File: config.mk
export PLATFORM = sky130hd
export DESIGN_NAME = inst_fetch_buffer
export DESIGN_NICKNAME = d
export VERILOG_FILES = /design/src/rtl/inst_fetch_buffer.sv
export SDC_FILE = /design/constraint.sdc
export NUM_CORES = 1
export LEC_CHECK = 0
export BUFFER_PORTS_ARGS = -buffer_cell sky130_fd_sc_hd__clkbuf_2
export CAP_MARGIN = 20
export CORE_MARGIN = 4
export CORE_UTILIZATION = 55
export DETAILED_ROUTE_END_ITERATION = 10
export GPL_ROUTABILITY_DRIVEN = 0
export PLACE_DENSITY_LB_ADDON = 0.15
export SLEW_MARGIN = 10
export SYNTH_ARGS = -nofsm -noshare
export SYNTH_HDL_FRONTEND = slang
export SYNTH_SLANG_ARGS = --single-unit
File: constraint.sdc
create_clock -name clk -period 7.4 [get_ports clk]
set_input_delay 1.85 -clock clk [delete_from_list [all_inputs] [get_ports clk]]
set_output_delay 1.85 -clock clk [all_outputs]
set_load 0.005 [all_outputs]
File: src/rtl/inst_fetch_buffer.sv
// Byte-serial instruction fetch: assembles big-endian 32-bit words from an 8-bit
// instruction memory into a small prefetch FIFO. Define INST_FETCH_BUFFER_COUNT_EN to add the inst_count pop counter.
module inst_fetch_buffer #(
    parameter int unsigned DEPTH    = 2,
    parameter logic [31:0] RESET_PC = 32'h0
) (
    input  logic        clk,
    input  logic        rst,
    input  logic        redirect_valid,
    input  logic [31:0] redirect_pc,
    output logic [4:0]  imem_addr,
    input  logic [7:0]  imem_rdata,
    output logic        inst_valid,
    input  logic        inst_ready,
    output logic [31:0] inst_word,
    output logic [31:0] inst_pc,
`ifdef INST_FETCH_BUFFER_COUNT_EN
    output logic [31:0] inst_count,
`endif
    output logic [31:0] fetch_pc
);

    localparam int unsigned PW = (DEPTH > 1) ? $clog2(DEPTH) : 1;
    localparam int unsigned CW = $clog2(DEPTH + 1);
    localparam logic [CW-1:0] DEPTH_C = CW'(DEPTH);
    localparam logic [PW-1:0] LAST_PTR = PW'(DEPTH - 1);

    // state | meaning
    // BYTE0 | sampling byte 0 (fetch_pc+0) into [31:24]
    // BYTE1 | sampling byte 1 (fetch_pc+1) into [23:16]
    // BYTE2 | sampling byte 2 (fetch_pc+2) into [15:8]
    // BYTE3 | sampling byte 3 and pushing the word; holds here while FIFO full
    typedef enum logic [1:0] {
        BYTE0 = 2'd0,
        BYTE1 = 2'd1,
        BYTE2 = 2'd2,
        BYTE3 = 2'd3
    } state_t;

    state_t         r_state;
    state_t         w_state_nxt;
    logic [31:0]    r_fetch_pc;
    logic [7:0]     r_b0;
    logic [7:0]     r_b1;
    logic [7:0]     r_b2;
    logic [31:0]    r_mem_word [DEPTH];
    logic [31:0]    r_mem_pc   [DEPTH];
    logic [PW-1:0]  r_rd_ptr;
    logic [PW-1:0]  r_wr_ptr;
    logic [CW-1:0]  r_count;
    logic           w_pop;
    logic           w_has_room;
    logic           w_push;
    logic [31:0]    w_push_word;
    logic           w_unused;

    // Word alignment drops the low redirect bits.
    assign w_unused = ^redirect_pc[1:0];

    function automatic logic [PW-1:0] next_ptr(input logic [PW-1:0] p);
        return (p == LAST_PTR) ? '0 : p + 1'b1;
    endfunction

    always_ff @(posedge clk or posedge rst) begin
        if (rst) begin
            r_state <= BYTE0;
        end else begin
            r_state <= w_state_nxt;
        end
    end

    always_comb begin
        w_pop       = (r_count != '0) && inst_ready;
        w_has_room  = (r_count < DEPTH_C) || w_pop;
        w_push      = 1'b0;
        w_push_word = {r_b0, r_b1, r_b2, imem_rdata};
        w_state_nxt = r_state;
        case (r_state)
            BYTE0: w_state_nxt = BYTE1;
            BYTE1: w_state_nxt = BYTE2;
            BYTE2: w_state_nxt = BYTE3;
            BYTE3: begin
                if (w_has_room) begin
                    w_push      = 1'b1;
                    w_state_nxt = BYTE0;
                end
            end
            default: w_state_nxt = BYTE0;
        endcase
        if (redirect_valid) begin
            w_push      = 1'b0;
            w_state_nxt = BYTE0;
        end
    end

    always_ff @(posedge clk or posedge rst) begin
        if (rst) begin
            r_fetch_pc <= RESET_PC;
            r_b0       <= '0;
            r_b1       <= '0;
            r_b2       <= '0;
            r_rd_ptr   <= '0;
            r_wr_ptr   <= '0;
            r_count    <= '0;
        end else if (redirect_valid) begin
            r_fetch_pc <= {redirect_pc[31:2], 2'b00};
            r_rd_ptr   <= '0;
            r_wr_ptr   <= '0;
            r_count    <= '0;
        end else begin
            case (r_state)
                BYTE0:   r_b0 <= imem_rdata;
                BYTE1:   r_b1 <= imem_rdata;
                BYTE2:   r_b2 <= imem_rdata;
                default: ;
            endcase
            if (w_push) begin
                r_wr_ptr   <= next_ptr(r_wr_ptr);
                r_fetch_pc <= r_fetch_pc + 32'd4;
            end
            if (w_pop) begin
                r_rd_ptr <= next_ptr(r_rd_ptr);
            end
            if (w_push && !w_pop) begin
                r_count <= r_count + 1'b1;
            end else if (!w_push && w_pop) begin
                r_count <= r_count - 1'b1;
            end
        end
    end

    // Storage needs no reset: the head is masked whenever count is zero.
    always_ff @(posedge clk) begin
        if (w_push) begin
            r_mem_word[r_wr_ptr] <= w_push_word;
            r_mem_pc[r_wr_ptr]   <= r_fetch_pc;
        end
    end

`ifdef INST_FETCH_BUFFER_COUNT_EN
    logic [31:0] r_pop_cnt;

    // A pop coinciding with a redirect is flushed, so it is not counted.
    always_ff @(posedge clk or posedge rst) begin
        if (rst) begin
            r_pop_cnt <= '0;
        end else if (w_pop && !redirect_valid) begin
            r_pop_cnt <= r_pop_cnt + 32'd1;
        end
    end

    assign inst_count = r_pop_cnt;
`endif

    assign imem_addr  = r_fetch_pc[4:0] + {3'b000, r_state};
    assign fetch_pc   = r_fetch_pc;
    assign inst_valid = (r_count != '0);
    assign inst_word  = inst_valid ? r_mem_word[r_rd_ptr] : 32'h0;
    assign inst_pc    = inst_valid ? r_mem_pc[r_rd_ptr]   : 32'h0;

endmodule

==> results.md <==
* Outcome: finished clean
* Clock tree buffer depth at 2
* Setup slack of the most critical reg-to-reg path at between 4 and 5 ns
* Launching instance or port of the critical path: r_count[1]
* Postcts setup bufs at 0
* Setup repair after global routing missed its margin: no
* Die Outline Area at about 16000 sq um
* Critical Path Fanout Max at 40
* Timing endpoint of the critical path: inst_word[31]
* Number of cells upsized or downsized after cts at 0
* DP Area at between 8000 and 9000 sq um
* Count of mapped cells out of synthesis at between 500 and 600
* Pwr per Cell Area at ~280 nW/um^2
* Cell with the largest stage delay on the worst path: nor2_4
* Most frequent cells in the layout: 139 x clkbuf_2, 124 x edfxtp_1, 71 x nand2_1, 68 x nor2_1, 63 x mux2i_1
* Final critical-path required period at slightly above 4 ns
* Pins over their slew limit at 0
* Most common library cell in the layout ignoring fill and taps: clkbuf_2
* Number of antenna diodes at 0
* Setup skew after layout at 0.00683 ns
* Aggregate global routing overflow at 0
* Post-detailed-routing wire length at 15400 microns
* Endpoint of the lowest-slack register-to-register path: r_mem_word[1][29]
* Worst path top cell family by delay: simple AND/OR/NAND/NOR gates
* Area added between synthesis and finish at 18.9%
* Number of primary I/O pins at roughly 150
* Netlist Area Pre-Place at 7710 sq um
* Placement row count at 43
* Share of cells above drive strength 1 at 0.278
* Length of the first detailed-routing pass in iterations at 4
* Die Height at 126 microns
* Drc violations at 0
* Leakage Power at between 3 and 4 nW
* Post-route fraction of the period consumed by the critical path at 0.548
* Area of the placeable core at between 10000 and 15000 sq um
* Max stage delay on crit path at 0.51 ns
* Number of stages on the worst setup path at 4
* Estimated wirelength of the detail-placed design at approximately 10000 microns
* Post-synthesis cell type count at 40
* First-pass GRT wire length at between 20000 and 25000 microns
* Top cells by area, synth: edfxtp_1 48%, dfrtp_1 19%, mux2i_1 8.2%
* Most area-hungry cell type in the Yosys netlist: edfxtp_1
* Count of final hold-check violations at 0
* Arrival time of data at the critical path endpoint at between 2 and 2.5 ns
* Total track usage at 0.197
* Horizontal die dimension at roughly 130 microns
* Final design area excluding fillers at 9180 sq um
* Achievable frequency at ~250 MHz
* Number of hold-repair buffers added at the cts stage at 0
* Worst-path clk slew at roughly 0.060 ns
* Mean area per synthesized cell at about 13 sq um
* Portion of synthesized cell area occupied by the leading cell type at 0.483
* Vias per Instance at approximately 5.3
* VDD IR max at around 140 uV
* Worst-margin pin slew at ~0.96 ns
* Yosys warning count at 0
* # nets final at about 760
* Via count of the first global-routing pass at ~4800
* Pin count of the biggest net entering global routing at 73
* Crit start category: flip-flop
* Initial antenna violation count at 0
* Antenna Nets Post-Route at 0
* CTS tree: built
* Number of H-tree levels at 4
* Count of vias placed by the detailed router at 4772
* Classification of the worst-slack hold path: flip-flop to flip-flop
* Sinks on the clock net at between 150 and 200
* Hold Startpoint: r_b1[1]
* Part of the Yosys area used for sequential elements at 0.677
* Fraction of the core area covered by cells at the end of the flow at 0.664
* Count of maximum capacitance violations at 0
* Total power consumption of the routed design at between 2 and 3 mW
* Worst-path cell chain: nor2_4 -> buf_4 -> nor2_1 -> clkbuf_2
* Later-pin clock latency in the skew report at roughly 0.42 ns
* Filler Cells Inserted at approximately 1000
* Max-Slew Margin vs Limit at 0.358
* Critical path data required time at between 5 and 6 ns
* Path depth of the worst reg2reg path at 4
* CTS buffer count at 17
* Capturing element type of the critical path: output pin
* Final setup viols at 0
* Count of port buffers added during placement at 139
* Hold Worst Slack at about 0.47 ns
* Wire per inst at 17.0 microns
* Starting DRT DRC Count at 252
* Worst r2r src: r_state[1]
* CTS root buffer: clkbuf_16
* Register bit count reported by yosys at roughly 180
* Critical path start-end classification: flip-flop to output pin
* Total negative slack for setup checks at 0 ns
* Worst path buffer plus inverter count at 2
* Initial core utilization at 0.558
## state kept, by name, indices dropped and copies added, names as in the netlist
name / cells
r_b0: 8
r_b2: 8
r_b1: 8
r_count: 2
r_rd_ptr: 1
r_mem_pc: 60
r_wr_ptr: 1
fetch_pc: 30
r_mem_word: 64
r_state: 2
## Yosys cell counts (all sizes together)
cell type and instances:
clkbuf 25, nor2b 4, xor2 22, or2 1
inv 5, nand2 71, nor3b 1, nor4 3
dfrtp 60, and2 4, mux2 18, edfxtp 124
nor2 69, or4b 1, and3 4, nor4b 1
a31oi 1, or2b 1, nand3 11, nand3b 1
nand2b 5, mux2i 63, o21ai 30, ha 7
buf 11, nand4 15, and2b 1, a22oi 1
xnor2 10, conb 1, a21oi 3, nor3 6
## routing by layer
layer / track usage / vias up / routed length [microns]
met5: 0 / - / 0
met2: 0.344 / 144 / 7900
met3: 0.0539 / 16 / 990
met1: 0.239 / 2314 / 6280
met4: 0.0593 / 0 / 203
li1: - / 2298 / -
## where the power goes
| part | total, mW | internal [mW] | switching, mW |
|---|---|---|---|
| registers | 1.35 | 1.26 | 0.0936 |
| clock network | 0.903 | 0.558 | 0.345 |
| logic | 0.299 | 0.139 | 0.159 |
| total | 2.55 | 1.95 | 0.598 |
## through the flow
stage	instances	setup slack, ns
floorplan	584	0.0380
global placement	872	3.00
detailed placement	872	2.89
CTS	903	3.24
global route	904	3.14
finish	904	3.34
## cell type report
type	count	area [sq um]	area share
Clock buffer	20	437	0.0476
Clock inverter	11	155	0.0169
Inverter	5	18.8	0.00205
Multi-Input combinational cell	359	2360	0.257
Sequential cell	184	5230	0.570
Tap cell	180	225	0.0245
Timing Repair Buffer	145	753	0.0821
## cells by family (layout without fill, tap and decap cells)
| kind of cell | Yosys count | count (layout) | synth area share |
|---|---|---|---|
| XOR/XNOR | 32 | 32 | 0.0363 |
| AND/OR/NAND/NOR | 199 | 199 | 0.119 |
| multiplexers | 81 | 81 | 0.108 |
| buffers and inverters | 41 | 181 | 0.0237 |
| other | 1 | 5 | 0.000486 |
| flip-flops | 184 | 184 | 0.677 |
| adder cells (fa/ha/maj) | 7 | 7 | 0.0114 |
| AO/OA/AOI/OAI | 35 | 35 | 0.0237 |
## worst min-delay path by stage
| stage | endpoint | cells after the start | slack, ns |
|---|---|---|---|
| finish | r_mem_word[1][17] | 0 | 0.47 |
| detailed placement | r_mem_word[1][17] | 0 | 0.45 |
| global placement | r_mem_word[1][8] | 0 | 0.44 |
| global route | r_mem_word[1][14] | 0 | 0.48 |
| CTS | r_mem_word[1][17] | 0 | 0.47 |
| floorplan | r_mem_word[0][10] | 0 | 0.44 |
(Power assumes the default switching activity.)
